[config.mk]
export PLATFORM = sky130hd
export DESIGN_NAME = disp_mode_ctrl
export DESIGN_NICKNAME = d
export VERILOG_FILES = /design/src/rtl/disp_mode_pkg.sv /design/src/rtl/disp_mode_ctrl_btn_debounce.sv /design/src/rtl/disp_mode_ctrl.sv
export SDC_FILE = /design/constraint.sdc
export NUM_CORES = 1
export LEC_CHECK = 0
export ABC_AREA = 1
export BUFFER_PORTS_ARGS = -buffer_cell sky130_fd_sc_hd__buf_4
export CORE_ASPECT_RATIO = 0.7
export CORE_MARGIN = 2
export CORE_UTILIZATION = 50
export CTS_BUF_LIST = sky130_fd_sc_hd__clkbuf_4 sky130_fd_sc_hd__clkbuf_8 sky130_fd_sc_hd__clkbuf_16
export CTS_CLUSTER_DIAMETER = 120
export DETAILED_ROUTE_END_ITERATION = 12
export GPL_TIMING_DRIVEN = 0
export HOLD_SLACK_MARGIN = 0.15
export PLACE_DENSITY = 0.76
export SYNTH_ARGS = -nofsm -noshare
export SYNTH_HDL_FRONTEND = slang
export SYNTH_SLANG_ARGS = --single-unit
[constraint.sdc]
create_clock -name clk -period 1.71 [get_ports clk]
set_clock_uncertainty 0.05 [all_clocks]
set_input_delay 0.171 -clock clk [delete_from_list [all_inputs] [get_ports clk]]
set_output_delay 0.171 -clock clk [all_outputs]
set_load 0.02 [all_outputs]
[src/rtl/disp_mode_pkg.sv]
// Shared types and helpers for the display mode controller:
// FSM state encoding, edit-field codes and BCD increment.
package disp_mode_pkg;

    typedef enum logic [2:0] {
        CLK_SHOW = 3'd0,
        ALM_SHOW = 3'd1,
        SET_H    = 3'd2,
        SET_M    = 3'd3,
        BLANK    = 3'd4
    } state_t;

    localparam logic [1:0] SET_FIELD_NONE = 2'd0;
    localparam logic [1:0] SET_FIELD_H    = 2'd1;
    localparam logic [1:0] SET_FIELD_M    = 2'd2;

    // Two-digit BCD +1 that wraps to 00 once the value equals lim.
    function automatic logic [7:0] bcd_inc(
        input logic [7:0] v,
        input logic [7:0] lim
    );
        logic [7:0] r;
        if (v == lim)
            r = 8'h00;
        else if (v[3:0] == 4'd9)
            r = {v[7:4] + 4'd1, 4'd0};
        else
            r = {v[7:4], v[3:0] + 4'd1};
        return r;
    endfunction

endpackage

[src/rtl/disp_mode_ctrl_btn_debounce.sv]
// Button conditioner: two-flop synchroniser, stability counter
// and a one-cycle pulse on each rising edge of the clean level.
module btn_debounce #(
    parameter int DEB_CYCLES = 16,
    parameter int CW         = 16
) (
    input  logic clk,
    input  logic rst_n,
    input  logic i_btn,
    output logic o_pulse
);

    logic          r_s1;
    logic          r_s2;
    logic          r_lvl;
    logic          r_lvl_d;
    logic [CW-1:0] r_cnt;

    always_ff @(posedge clk) begin
        if (!rst_n) begin
            r_s1    <= 1'b0;
            r_s2    <= 1'b0;
            r_lvl   <= 1'b0;
            r_lvl_d <= 1'b0;
            r_cnt   <= '0;
        end else begin
            r_s1    <= i_btn;
            r_s2    <= r_s1;
            r_lvl_d <= r_lvl;
            if (r_s2 != r_lvl) begin
                if (r_cnt == CW'(DEB_CYCLES - 1)) begin
                    r_lvl <= r_s2;
                    r_cnt <= '0;
                end else begin
                    r_cnt <= r_cnt + 1'b1;
                end
            end else begin
                r_cnt <= '0;
            end
        end
    end

    assign o_pulse = r_lvl & ~r_lvl_d;

endmodule

[src/rtl/disp_mode_ctrl.sv]
// Display mode sequencer: debounced buttons drive the clock/alarm
// view FSM, blank-frame strobe and the alarm HH:MM edit sequence.
module disp_mode_ctrl
    import disp_mode_pkg::*;
#(
    parameter int DEB_CYCLES     = 16,
    parameter int BLANK_CYCLES   = 8,
    parameter int BLINK_CYCLES   = 32,
    parameter int TIMEOUT_CYCLES = 1024,
    parameter int CW             = 16
) (
    input  logic        clk,
    input  logic        rst_n,
    input  logic        btn_mode,
    input  logic        btn_next,
    input  logic        btn_inc,
    output logic        disp_sel,
    output logic        disp_blank,
    output logic [1:0]  set_field,
    output logic        blink_off,
    output logic [3:0]  alm_h_t,
    output logic [3:0]  alm_h_u,
    output logic [3:0]  alm_m_t,
    output logic [3:0]  alm_m_u,
    output logic [15:0] edit_val,
    output logic        busy
);

    logic w_mode, w_next, w_inc;

    btn_debounce #(.DEB_CYCLES(DEB_CYCLES), .CW(CW)) u_db_mode (
        .clk(clk), .rst_n(rst_n), .i_btn(btn_mode), .o_pulse(w_mode)
    );
    btn_debounce #(.DEB_CYCLES(DEB_CYCLES), .CW(CW)) u_db_next (
        .clk(clk), .rst_n(rst_n), .i_btn(btn_next), .o_pulse(w_next)
    );
    btn_debounce #(.DEB_CYCLES(DEB_CYCLES), .CW(CW)) u_db_inc (
        .clk(clk), .rst_n(rst_n), .i_btn(btn_inc), .o_pulse(w_inc)
    );

    state_t        r_state, w_state_nx;
    state_t        r_target, w_target_nx;
    logic [CW-1:0] r_cnt, w_cnt_nx;
    logic [CW-1:0] r_idle, w_idle_nx;
    logic [CW-1:0] r_bcnt, w_bcnt_nx;
    logic          r_phase, w_phase_nx;
    logic [15:0]   r_shadow, w_shadow_nx;
    logic [15:0]   r_alm, w_alm_nx;
    logic          r_disp_sel, w_disp_sel_nx;
    logic          r_disp_blank;
    logic [1:0]    r_set_field, w_set_field_nx;
    logic          r_blink_off;
    logic          w_in_set, w_in_set_nx;

    assign w_in_set    = (r_state == SET_H) || (r_state == SET_M);
    assign w_in_set_nx = (w_state_nx == SET_H) || (w_state_nx == SET_M);

    always_comb begin
        w_state_nx  = r_state;
        w_target_nx = r_target;
        w_cnt_nx    = '0;
        w_idle_nx   = '0;
        w_shadow_nx = r_shadow;
        w_alm_nx    = r_alm;
        unique case (r_state)
            BLANK: begin
                if (r_cnt == CW'(BLANK_CYCLES - 1))
                    w_state_nx = r_target;
                else
                    w_cnt_nx = r_cnt + 1'b1;
            end
            CLK_SHOW: begin
                if (w_mode) begin
                    w_state_nx  = BLANK;
                    w_target_nx = ALM_SHOW;
                end
            end
            ALM_SHOW: begin
                if (w_mode) begin
                    w_state_nx  = BLANK;
                    w_target_nx = CLK_SHOW;
                end else if (w_next) begin
                    w_state_nx  = SET_H;
                    w_shadow_nx = r_alm;
                end
            end
            SET_H, SET_M: begin
                w_idle_nx = r_idle + 1'b1;
                if (w_mode) begin
                    w_state_nx  = BLANK;
                    w_target_nx = CLK_SHOW;
                end else if (w_next) begin
                    w_idle_nx = '0;
                    if (r_state == SET_H) begin
                        w_state_nx = SET_M;
                    end else begin
                        w_alm_nx   = r_shadow;
                        w_state_nx = ALM_SHOW;
                    end
                end else if (w_inc) begin
                    w_idle_nx = '0;
                    if (r_state == SET_H)
                        w_shadow_nx[15:8] = bcd_inc(r_shadow[15:8], 8'h23);
                    else
                        w_shadow_nx[7:0] = bcd_inc(r_shadow[7:0], 8'h59);
                end else if (r_idle == CW'(TIMEOUT_CYCLES - 1)) begin
                    w_state_nx = ALM_SHOW;
                end
            end
            default: w_state_nx = BLANK;
        endcase
    end

    // Blink phase restarts on entry to hour edit, free-runs across SET_M.
    always_comb begin
        w_bcnt_nx  = '0;
        w_phase_nx = 1'b0;
        if (w_in_set_nx && w_in_set) begin
            if (r_bcnt == CW'(BLINK_CYCLES - 1)) begin
                w_phase_nx = ~r_phase;
            end else begin
                w_bcnt_nx  = r_bcnt + 1'b1;
                w_phase_nx = r_phase;
            end
        end
    end

    always_comb begin
        w_disp_sel_nx  = r_disp_sel;
        w_set_field_nx = SET_FIELD_NONE;
        if (w_state_nx != BLANK)
            w_disp_sel_nx = (w_state_nx != CLK_SHOW);
        if (w_state_nx == SET_H)
            w_set_field_nx = SET_FIELD_H;
        else if (w_state_nx == SET_M)
            w_set_field_nx = SET_FIELD_M;
    end

    always_ff @(posedge clk) begin
        if (!rst_n) begin
            r_state      <= BLANK;
            r_target     <= CLK_SHOW;
            r_cnt        <= '0;
            r_idle       <= '0;
            r_bcnt       <= '0;
            r_phase      <= 1'b0;
            r_shadow     <= '0;
            r_alm        <= '0;
            r_disp_sel   <= 1'b0;
            r_disp_blank <= 1'b1;
            r_set_field  <= SET_FIELD_NONE;
            r_blink_off  <= 1'b0;
        end else begin
            r_state      <= w_state_nx;
            r_target     <= w_target_nx;
            r_cnt        <= w_cnt_nx;
            r_idle       <= w_idle_nx;
            r_bcnt       <= w_bcnt_nx;
            r_phase      <= w_phase_nx;
            r_shadow     <= w_shadow_nx;
            r_alm        <= w_alm_nx;
            r_disp_sel   <= w_disp_sel_nx;
            r_disp_blank <= (w_state_nx == BLANK);
            r_set_field  <= w_set_field_nx;
            r_blink_off  <= w_in_set_nx & w_phase_nx;
        end
    end

    assign disp_sel   = r_disp_sel;
    assign disp_blank = r_disp_blank;
    assign busy       = r_disp_blank;
    assign set_field  = r_set_field;
    assign blink_off  = r_blink_off;
    assign alm_h_t    = r_alm[15:12];
    assign alm_h_u    = r_alm[11:8];
    assign alm_m_t    = r_alm[7:4];
    assign alm_m_u    = r_alm[3:0];
    assign edit_val   = w_in_set ? r_shadow : r_alm;

endmodule

==> run metrics, run 1 <==
status=completed; Core ar.=approximately 14000 sq um; synthesized cell area=7230 sq um; fin util=0.663; Worst slew margin=0.516; global route hottest layer=met2; most frequent cell after synthesis=nand2_1; slowest cell on the critical path=o21ai_1; Pins Over Slew Limit=0; Buffers & Inverters on Critical Path=1; critical path startpoint category=flop; 1st-iter DRT viols=443; Ant. Diodes=0; total of max-cap violations=0; Post-synth EDFFs=0; final hold violations=0; prevailing post-synth register cell=dfxtp_1; largest fanout on the critical path=5; Final ANT Viol Nets=0; synth unique cells=42; fin cells=1297; met2 Use GR=0.326; Max clock buf depth=2; Async S/R FF share, synth=0; synthesized flop and latch total=150; H-tree Lvls=4; RSZ-0062 raised after global routing=yes; Crit. End Element=flop; die footprint=15400 sq um; grt met1 use=0.313; Die Ht=about 100 um; Synth Instances=around 1k; Worst R2R Start=r_shadow[1]$_SDFFE_PN0P_; Worst EP required=1.97 ns; Ys Warns=0; Net Switching=1.60 mW; Synth area leader=dfxtp_1; worst reg-to-reg path cell count=8; Synth Net Count=a little over 1k; reg-to-reg critical path endpoint=r_shadow[3]$_SDFFE_PN0P_; grt total ovfl=0; Power Internal=5.94 mW; CTS root buffer=clkbuf_16; Setup TNS Final=0 ns; crit path from=r_shadow[1]$_SDFFE_PN0P_; DRT Wirelength=17500 um; clock power share=0.518; Vias/cell=5.21; sequential power share=0.466; DP HPWL=~11000 um; final net count=1114; Crit path max-delay family=simple AND/OR/NAND/NOR gates; Static Leak=3.62 nW; CTS tree=yes; HP Class=reg -> reg; Clock Pin Slew Worst Setup and Hold Paths=0.06 ns; pre-CTS setup slack=-0.119 ns; Initial Util=0.516; DRT Pass-1 Iters=5; Setup WS post-layout=0.00185 ns; combinational share of power=0.016; GRT Resource Usage Total=0.215; Reg area=3040 sq um; Synth-to-Final Area Change=28.6%; initial antenna violation count=0; crit path time final=1.71 ns; DP Cell Count=1236; GP Congestion=0.881; CP Depth=8; max frequency=585 MHz; Clock Latency Late Sink=0.42 ns; I/O pin total=43; Tcrit/Tclk final=0.999; die width=148 um; share of cells above drive strength 1=0.224; GRT met3 Usage=0.0528; PortBufs=42; sequential fraction of the synthesis area=0.416; leading post-synthesis cells by cell area=dfxtp_1 (42%), nand2_1 (10%), nor2_1 (7.2%), inv_1 (6.6%), a21oi_1 (4.4%); synth cell count leaders=nand2_1 (197), dfxtp_1 (150), nor2_1 (138); VDD IR max=0.000611 V; vias in the first global route=5865; Post-route DRC=0; clock buffer count from CTS=17; R2R Setup Slk=0.002 ns; multi-input logic area=~4000 sq um; clk sinks=150; pin count of the biggest net entering global routing=17; wire per inst=13.5 um; Via Count=6756; Pwr Density=812 nW/um^2; fillers=1103; row cnt=36; CP peak stage delay=0.36 ns; final setup fails=0; first-pass GRT wire length=around 27000 um; top cell type's share of synthesized area=0.416; critical path arrival=1.97 ns; critical path type=reg -> reg; CP Capture Point=r_shadow[3]$_SDFFE_PN0P_; worst path cell trace=inv_1 > ha_1 > nand2_1 > o21ai_1 > nand3b_1 > nand2_1 > nor2_1 > nor2_1; Worst-Margin Slew=between 0.7 and 0.8 ns; Tot Pwr=7.54 mW; syn_area_per_cell=roughly 7.2 sq um; Sw Ratio=0.213
==> registers in the layout, indices dropped and copies added (netlist names), 2 cells and up <==
name	flops
r_state	3
u_db_mode.r_cnt	16
u_db_inc.r_cnt	16
r_cnt	16
r_idle	16
u_db_next.r_cnt	16
r_shadow	16
set_field	2
r_alm	16
r_bcnt	16
==> through the flow <==
stage	hold WS [ns]	area, sq um
2_1_floorplan	0.219	7230
3_3_place_gp	0.325	7780
3_5_place_dp	0.327	7780
4_1_cts	0.363	8750
5_1_grt	0.379	9290
6_report	0.363	9290
==> worst register-to-register path, stage by stage, from the launching register on <==
cell and delay [ns]:
dfxtp_1 0.33, inv_1 0.18, ha_1 0.22, nand2_1 0.09, o21ai_1 0.36, nand3b_1 0.19
nand2_1 0.06, nor2_1 0.10, nor2_1 0.04
==> cell families (layout without fill, tap and decap cells) <==
logic type                 count (synthesis)  count (layout)  share of synthesized area
buffers and inverters                    151             254                     0.0860
DFF                                      150             150                      0.416
xor gates and xnor gates                  38              38                     0.0461
adders and majority gates                 14              14                     0.0242
AOI/OAI and AO/OA                        143             143                      0.104
and+or+nand+nor                          508             508                      0.324
==> power groups by stage <==
stage | Clock, mW | Combinational [mW] | Sequential [mW]
floorplan | 0 | 0.0544 | 3.59
global placement | 0 | 0.0853 | 3.60
detailed placement | 0 | 0.0865 | 3.60
CTS | 3.95 | 0.108 | 3.52
global route | 4.12 | 0.133 | 3.51
finish | 3.91 | 0.120 | 3.51
==> layout make-up <==
type / count / share of cell area
Sequential cell: 150 / 0.327
Inverter: 133 / 0.0540
Multi-Input combinational cell: 703 / 0.433
Timing Repair Buffer: 72 / 0.0743
Clock inverter: 12 / 0.0178
Buffer: 18 / 0.0194
Clock buffer: 19 / 0.0487
Tap cell: 190 / 0.0256
==> layer usage <==
metal	vias up	routed length [um]
met5	-	0
met4	0	148
met3	19	1000
met2	180	8010
met1	3121	8290
li1	3436	-
==> worst min-delay path by stage <==
stage | startpoint | end | slack (ns) | cells after the start
after detailed placement | btn_mode | u_db_mode.r_s1$_SDFF_PN0_ | 0.33 | 3
after floorplan | btn_inc | u_db_inc.r_s1$_SDFF_PN0_ | 0.22 | 2
after global routing | r_bcnt[0]$_SDFF_PP0_ | r_bcnt[0]$_SDFF_PP0_ | 0.38 | 1
final | u_db_inc.r_s1$_SDFF_PN0_ | u_db_inc.r_s2$_SDFF_PN0_ | 0.36 | 2
after global placement | btn_mode | u_db_mode.r_s1$_SDFF_PN0_ | 0.32 | 3
after CTS | u_db_inc.r_s1$_SDFF_PN0_ | u_db_inc.r_s2$_SDFF_PN0_ | 0.36 | 2
==> cells in the final DEF, fill, tap and decap left out, types with 9 or more instances in the layout <==
| master | count |
|---|---|
| nand2_4 | 9 |
| xnor2_1 | 10 |
| o21ai_0 | 45 |
| buf_6 | 20 |
| nor3_1 | 34 |
| nor2_1 | 125 |
| dfxtp_1 | 136 |
| buf_4 | 49 |
| a21oi_1 | 61 |
| inv_1 | 125 |
| clkbuf_16 | 20 |
| nand4_1 | 23 |
| o21ai_2 | 9 |
| nand2_2 | 18 |
| nor2_2 | 21 |
| nand2_1 | 174 |
| xor2_1 | 28 |
| nand3_1 | 53 |
==> repair_timing <==
action,CTS,global route
setup buffers,10,9
endpoints found under the setup margin,72,106
gates cloned,3,3
gates resized for setup,59,118
hold endpoints to repair,8,0
pin swaps,7,16
hold buffers,5,0
Note: power is estimated with default switching activity, not from simulation.
==> run 2, diff against run 1 <==
- BUFFER_PORTS_ARGS: -buffer_cell sky130_fd_sc_hd__buf_4 -> default
- CORE_MARGIN: 2 -> default
- DONT_BUFFER_PORTS: default -> 1
- PLACE_DENSITY: 0.76 -> 0.62
==> run metrics, run 2 (synthesis results as in run 1) <==
status=completed; CTS root buffer=clkbuf_16; pre-CTS setup slack=-0.118 ns (+0.000531 ns); Initial Util=0.516 (unchanged); PortBufs=0 (-100%); most frequent cell on the critical path=clkbuf_16; worst path cell trace=inv_2 > nand2_4 > clkbuf_16 > clkbuf_16 > o21ai_4; commonest non-fill, non-tap cell in the layout=nand2_1; Met3 Wirelength=846 um (-16%); met1 WL=8600 um (+3.8%); commonest non-fill, non-tap cells in the layout=nand2_1 (183), dfxtp_1 (137), nor2_1 (129), inv_1 (123), a21oi_1 (63); Vias/cell=5.10 (-2.1%); grt total ovfl=0 (unchanged); row cnt=36 (unchanged); Static Leak=3.39 nW (-6.4%); metal2 WL=7020 um (-12%); largest fanout on the critical path=5 (unchanged); die width=146 um (-1.4%); Pwr Density=861 nW/um^2 (+6.1%); CTS tree=yes; DP HPWL=11100 um (-1.4%); Final ANT Viol Nets=0 (unchanged); CP peak stage delay=0.32 ns (-0.04 ns); I/O pin total=43 (unchanged); wire per inst=13.3 um (-0.98%); final net count=1070 (-3.9%); GRT Resource Usage Total=0.222 (+0.00694); Die Ht=103 um (-1.9%); Setup WS post-layout=0.0358 ns (+0.0339 ns); GP Congestion=0.882 (about the same); max frequency=597 MHz (+2.0%); 1st-iter DRT viols=367 (-17%); vias in the first global route=5572 (-5.0%); Worst-Margin Slew=0.716 ns (-0.00928 ns); final hold violations=0 (unchanged); VDD IR max=0.000652 V (+6.6%); final setup fails=0 (unchanged); clk sinks=150 (unchanged); pin count of the biggest net entering global routing=17 (unchanged); critical path startpoint category=flop; total of max-cap violations=0 (unchanged); Via Count=6398 (-5.3%); fin util=0.635 (-0.0282); Max clock buf depth=2 (unchanged); crit path time final=1.67 ns (-0.0339 ns); Ant. Diodes=0 (unchanged); DRT Wirelength=16700 um (-4.3%); H-tree Lvls=4 (unchanged); top layer in use=met4; Clock Latency Late Sink=0.43 ns (about the same); DRT Pass-1 Iters=5 (unchanged); Clock Pin Slew Worst Setup and Hold Paths=0.06 ns (about the same); Worst EP required=1.49 ns (-0.48 ns); critical path type=reg -> out; Buffers & Inverters on Critical Path=3 (+2); Crit. End Element=primary output; HP Class=in -> reg; share of cells above drive strength 1=0.180 (-0.0436); Tcrit/Tclk final=0.979 (-0.0199); Post-route DRC=0 (unchanged); Tot Pwr=7.66 mW (+1.6%); Pins Over Slew Limit=0 (unchanged); critical path arrival=1.45 ns (-0.52 ns); Synth-to-Final Area Change=23.1%; initial antenna violation count=0 (unchanged); Worst slew margin=0.523 (+0.00619); clock buffer count from CTS=17 (unchanged); first-pass GRT wire length=26500 um (-3.2%); Crit path max-delay family=buffers and inverters; Core ar.=14000 sq um (unchanged); die footprint=14900 sq um (-3.2%); RSZ-0062 raised after global routing=yes; slowest cell on the critical path=dfxtp_2
## run 2: cell types whose count changed in the layout (fill, tap and decap cells not counted), moves of 3 or more
cell     previous run  this run
nor2_2             21        18
dfxtp_2             8        11
buf_4              49        18
nor2_1            125       129
buf_6              20         7
dfxtp_4             6         2
nand2_2            18        15
nand2_4             9         3
o21ai_4             7        15
nand2_1           174       183
o21ai_2             9         2
## run 2: cell type report
type | instances | area (sq um)
fillers | 1208 | 5110
plain buffers | 18 | 195
multi-input cells | 703 | 3990
clock inverters | 14 | 198
repair buffers | 28 | 308
flip-flops and latches | 150 | 3020
clock buffers | 18 | 439
well taps | 190 | 238
inverters | 133 | 502
## run 2: final timing paths
| check | from | endpoint | slack (ns) | cells after the start |
|---|---|---|---|---|
| setup / recovery | r_state[2]$_SDFF_PN1_ | edit_val[0] | 0.04 | 5 |
| hold / removal | rst_n | r_alm[0]$_SDFFE_PN0P_ | 0.29 | 3 |
| setup reg to reg | u_db_next.r_cnt[0]$_SDFF_PP0_ | u_db_next.r_cnt[11]$_SDFF_PP0_ | 0.08 | 9 |
| hold reg to reg | u_db_mode.r_s1$_SDFF_PN0_ | u_db_mode.r_s2$_SDFF_PN0_ | 0.36 | 2 |
## run 2: power breakdown
part / switching, mW / internal (mW) / total (mW)
clock network: 1.54 / 2.50 / 4.03
registers: 0.0104 / 3.51 / 3.52
logic: 0.0678 / 0.0440 / 0.112
## run 2: repair_timing
action,CTS,global route
cloned,2,5
pin swaps,4,15
endpoints found under the setup margin,71,115
resized for setup,80,65
hold endpoints to repair,15,0
setup buffers,9,8
hold buffers,4,0
## run 2: layer usage
layer	global-route usage	up-vias
met3	0.0535	20
met5	0	-
met2	0.335	133
met4	0.0729	0
li1	-	3345
met1	0.312	2900
## run 2: worst register-to-register path, stage by stage, from the launching register on
cell and delay [ns]:
dfxtp_2 0.38, ha_2 0.21, nand3_2 0.13, inv_1 0.08
nand2_1 0.07, nor2_2 0.13, nand2_1 0.11, o211ai_4 0.16
buf_6 0.17, a21oi_1 0.05
## run 2: through the flow
stage	TNS (ns)	hold slack (ns)	cell area [sq um]	std cells
finish	0	0.289	8900	1254
global route	-0.197	0.311	8900	1254
CTS	0	0.278	8520	1241
detailed placement	-4.57	0.224	7460	1194
global placement	-4.94	0.222	7460	1194
floorplan	0	0.219	7230	1004
==> run 3, diff against run 2 <==
- CAP_MARGIN: default -> 30
- CTS_BUF_LIST: sky130_fd_sc_hd__clkbuf_4 sky130_fd_sc_hd__clkbuf_8 sky130_fd_sc_hd__clkbuf_16 -> default
- MAX_ROUTING_LAYER: default -> met4
==> run metrics, run 3 (synthesis results as in run 1) <==
status=completed; commonest non-fill, non-tap cell in the layout=nand2_1; critical path startpoint category=flop; 1st-iter DRT viols=386 (+5.2%); Clock Latency Late Sink=0.42 ns (about the same); Synth-to-Final Area Change=23.1% (unchanged); combinational share of power=0.015 (about the same); sequential power share=0.459 (about the same); Vias/cell=5.11 (+0.23%); share of cells above drive strength 1=0.180 (unchanged); Post-route DRC=0 (unchanged); DP HPWL=11100 um (unchanged); Ant. Diodes=0 (unchanged); Pins Over Slew Limit=0 (unchanged); vias in the first global route=5575 (+0.054%); Via Count=6413 (+0.23%); Setup WS post-layout=0.0387 ns (+0.00295 ns); DRT Pass-1 Iters=5 (unchanged); DRT Wirelength=16700 um (-0.17%); Worst-Margin Slew=0.725 ns (+0.00874 ns); final setup fails=0 (unchanged); die width=146 um (unchanged); grt total ovfl=0 (unchanged); Max clock buf depth=2 (unchanged); VDD IR max=0.000652 V (about the same); Sw Ratio=0.210 (-0.000742); Setup TNS Final=0 ns (unchanged); pin count of the biggest net entering global routing=17 (unchanged); GRT met3 Usage=0.0535 (unchanged); largest fanout on the critical path=5 (unchanged); Die Ht=103 um (unchanged); grt met1 use=0.312 (unchanged); H-tree Lvls=4 (unchanged); Core ar.=14000 sq um (unchanged); wire per inst=13.3 um (-0.17%); Power Internal=6.05 mW (about the same); global route hottest layer=met2; fillers=1208 (unchanged); initial antenna violation count=0 (unchanged); Tcrit/Tclk final=0.977 (-0.00172); PortBufs=0 (unchanged); GRT Resource Usage Total=0.229 (+0.00719); critical path arrival=1.45 ns (about the same); Worst slew margin=0.517 (-0.00582); Final ANT Viol Nets=0 (unchanged); crit path time final=1.67 ns (-0.00295 ns); I/O pin total=43 (unchanged); Static Leak=3.39 nW (unchanged); clk sinks=150 (unchanged); Worst EP required=1.49 ns (about the same); die footprint=14900 sq um (unchanged); clock buffer count from CTS=17 (unchanged); commonest non-fill, non-tap cells in the layout=nand2_1 (183), dfxtp_1 (137), nor2_1 (129), inv_1 (123), a21oi_1 (63); Crit. End Element=primary output; final net count=1070 (unchanged); Initial Util=0.516 (unchanged); first-pass GRT wire length=26500 um (unchanged); total of max-cap violations=0 (unchanged); final hold violations=0 (unchanged); met2 Use GR=0.333 (-0.00147); Clock Pin Slew Worst Setup and Hold Paths=0.06 ns (about the same); Pwr Density=861 nW/um^2 (about the same); max frequency=598 MHz (+0.18%); RSZ-0062 raised after global routing=yes; Net Switching=1.61 mW (-0.43%); GP Congestion=0.897 (+1.7%); critical path type=reg -> out; clock power share=0.526 (about the same); CTS tree=yes; HP Class=in -> reg; pre-CTS setup slack=-0.118 ns (unchanged); row cnt=36 (unchanged); CTS root buffer=clkbuf_16
-- run 3: per-layer routing --
layer	vias up	wire (um)
met3	20	867
met1	2903	8550
met4	0	236
met2	146	7020
met5	-	0
li1	3344	-
-- run 3: through the flow --
step                      hold WS (ns)  cell area (sq um)  power, mW  cells   util
after floorplan                  0.219               7230       3.65   1004      -
after global placement           0.222               7460       3.68   1194  0.533
after detailed placement         0.224               7460       3.68   1194  0.533
after CTS                        0.278               8520       7.71   1241  0.608
after global routing             0.311               8900       7.90   1254  0.635
final                            0.298               8900       7.66   1254  0.635
-- run 3: worst max-delay path, stage by stage (launching register included) --
cell	delay [ns]
dfxtp_2	0.32
inv_2	0.08
nand2_4	0.08
clkbuf_16	0.16
clkbuf_16	0.17
o21ai_4	0.23
-- run 3: layout make-up --
type                            instances  area (sq um)  share of cell area
Multi-Input combinational cell        703          3990               0.449
Inverter                              133           502              0.0564
Sequential cell                       150          3020               0.340
Clock inverter                         14           198              0.0222
Timing Repair Buffer                   28           308              0.0346
Clock buffer                           18           439              0.0494
Tap cell                              190           238              0.0267
Buffer                                 18           195              0.0219
-- run 3: worst paths after layout --
kind	from	end	slack (ns)	depth (start not counted)
max reg2reg	u_db_next.r_cnt[0]$_SDFF_PP0_	u_db_next.r_cnt[11]$_SDFF_PP0_	0.08	9
max	r_state[2]$_SDFF_PN1_	edit_val[1]	0.04	5
min reg2reg	u_db_mode.r_s1$_SDFF_PN0_	u_db_mode.r_s2$_SDFF_PN0_	0.36	2
min	rst_n	r_alm[0]$_SDFFE_PN0P_	0.30	3
-- run 3: power by group through the flow --
stage	registers, mW	logic [mW]	clock network, mW
after floorplan	3.59	0.0544	0
after global placement	3.60	0.0793	0
after detailed placement	3.60	0.0795	0
after CTS	3.52	0.0989	4.09
after global routing	3.52	0.123	4.26
final	3.52	0.112	4.03
-- run 3: repair_timing --
item / in CTS / in global routing
hold buffers: 4 / 0
gates cloned: 2 / 5
endpoints found under the hold margin: 15 / 0
resized for setup: 80 / 65
buffers inserted: 9 / 8
pin swaps: 4 / 15
endpoints found under the setup margin: 71 / 115
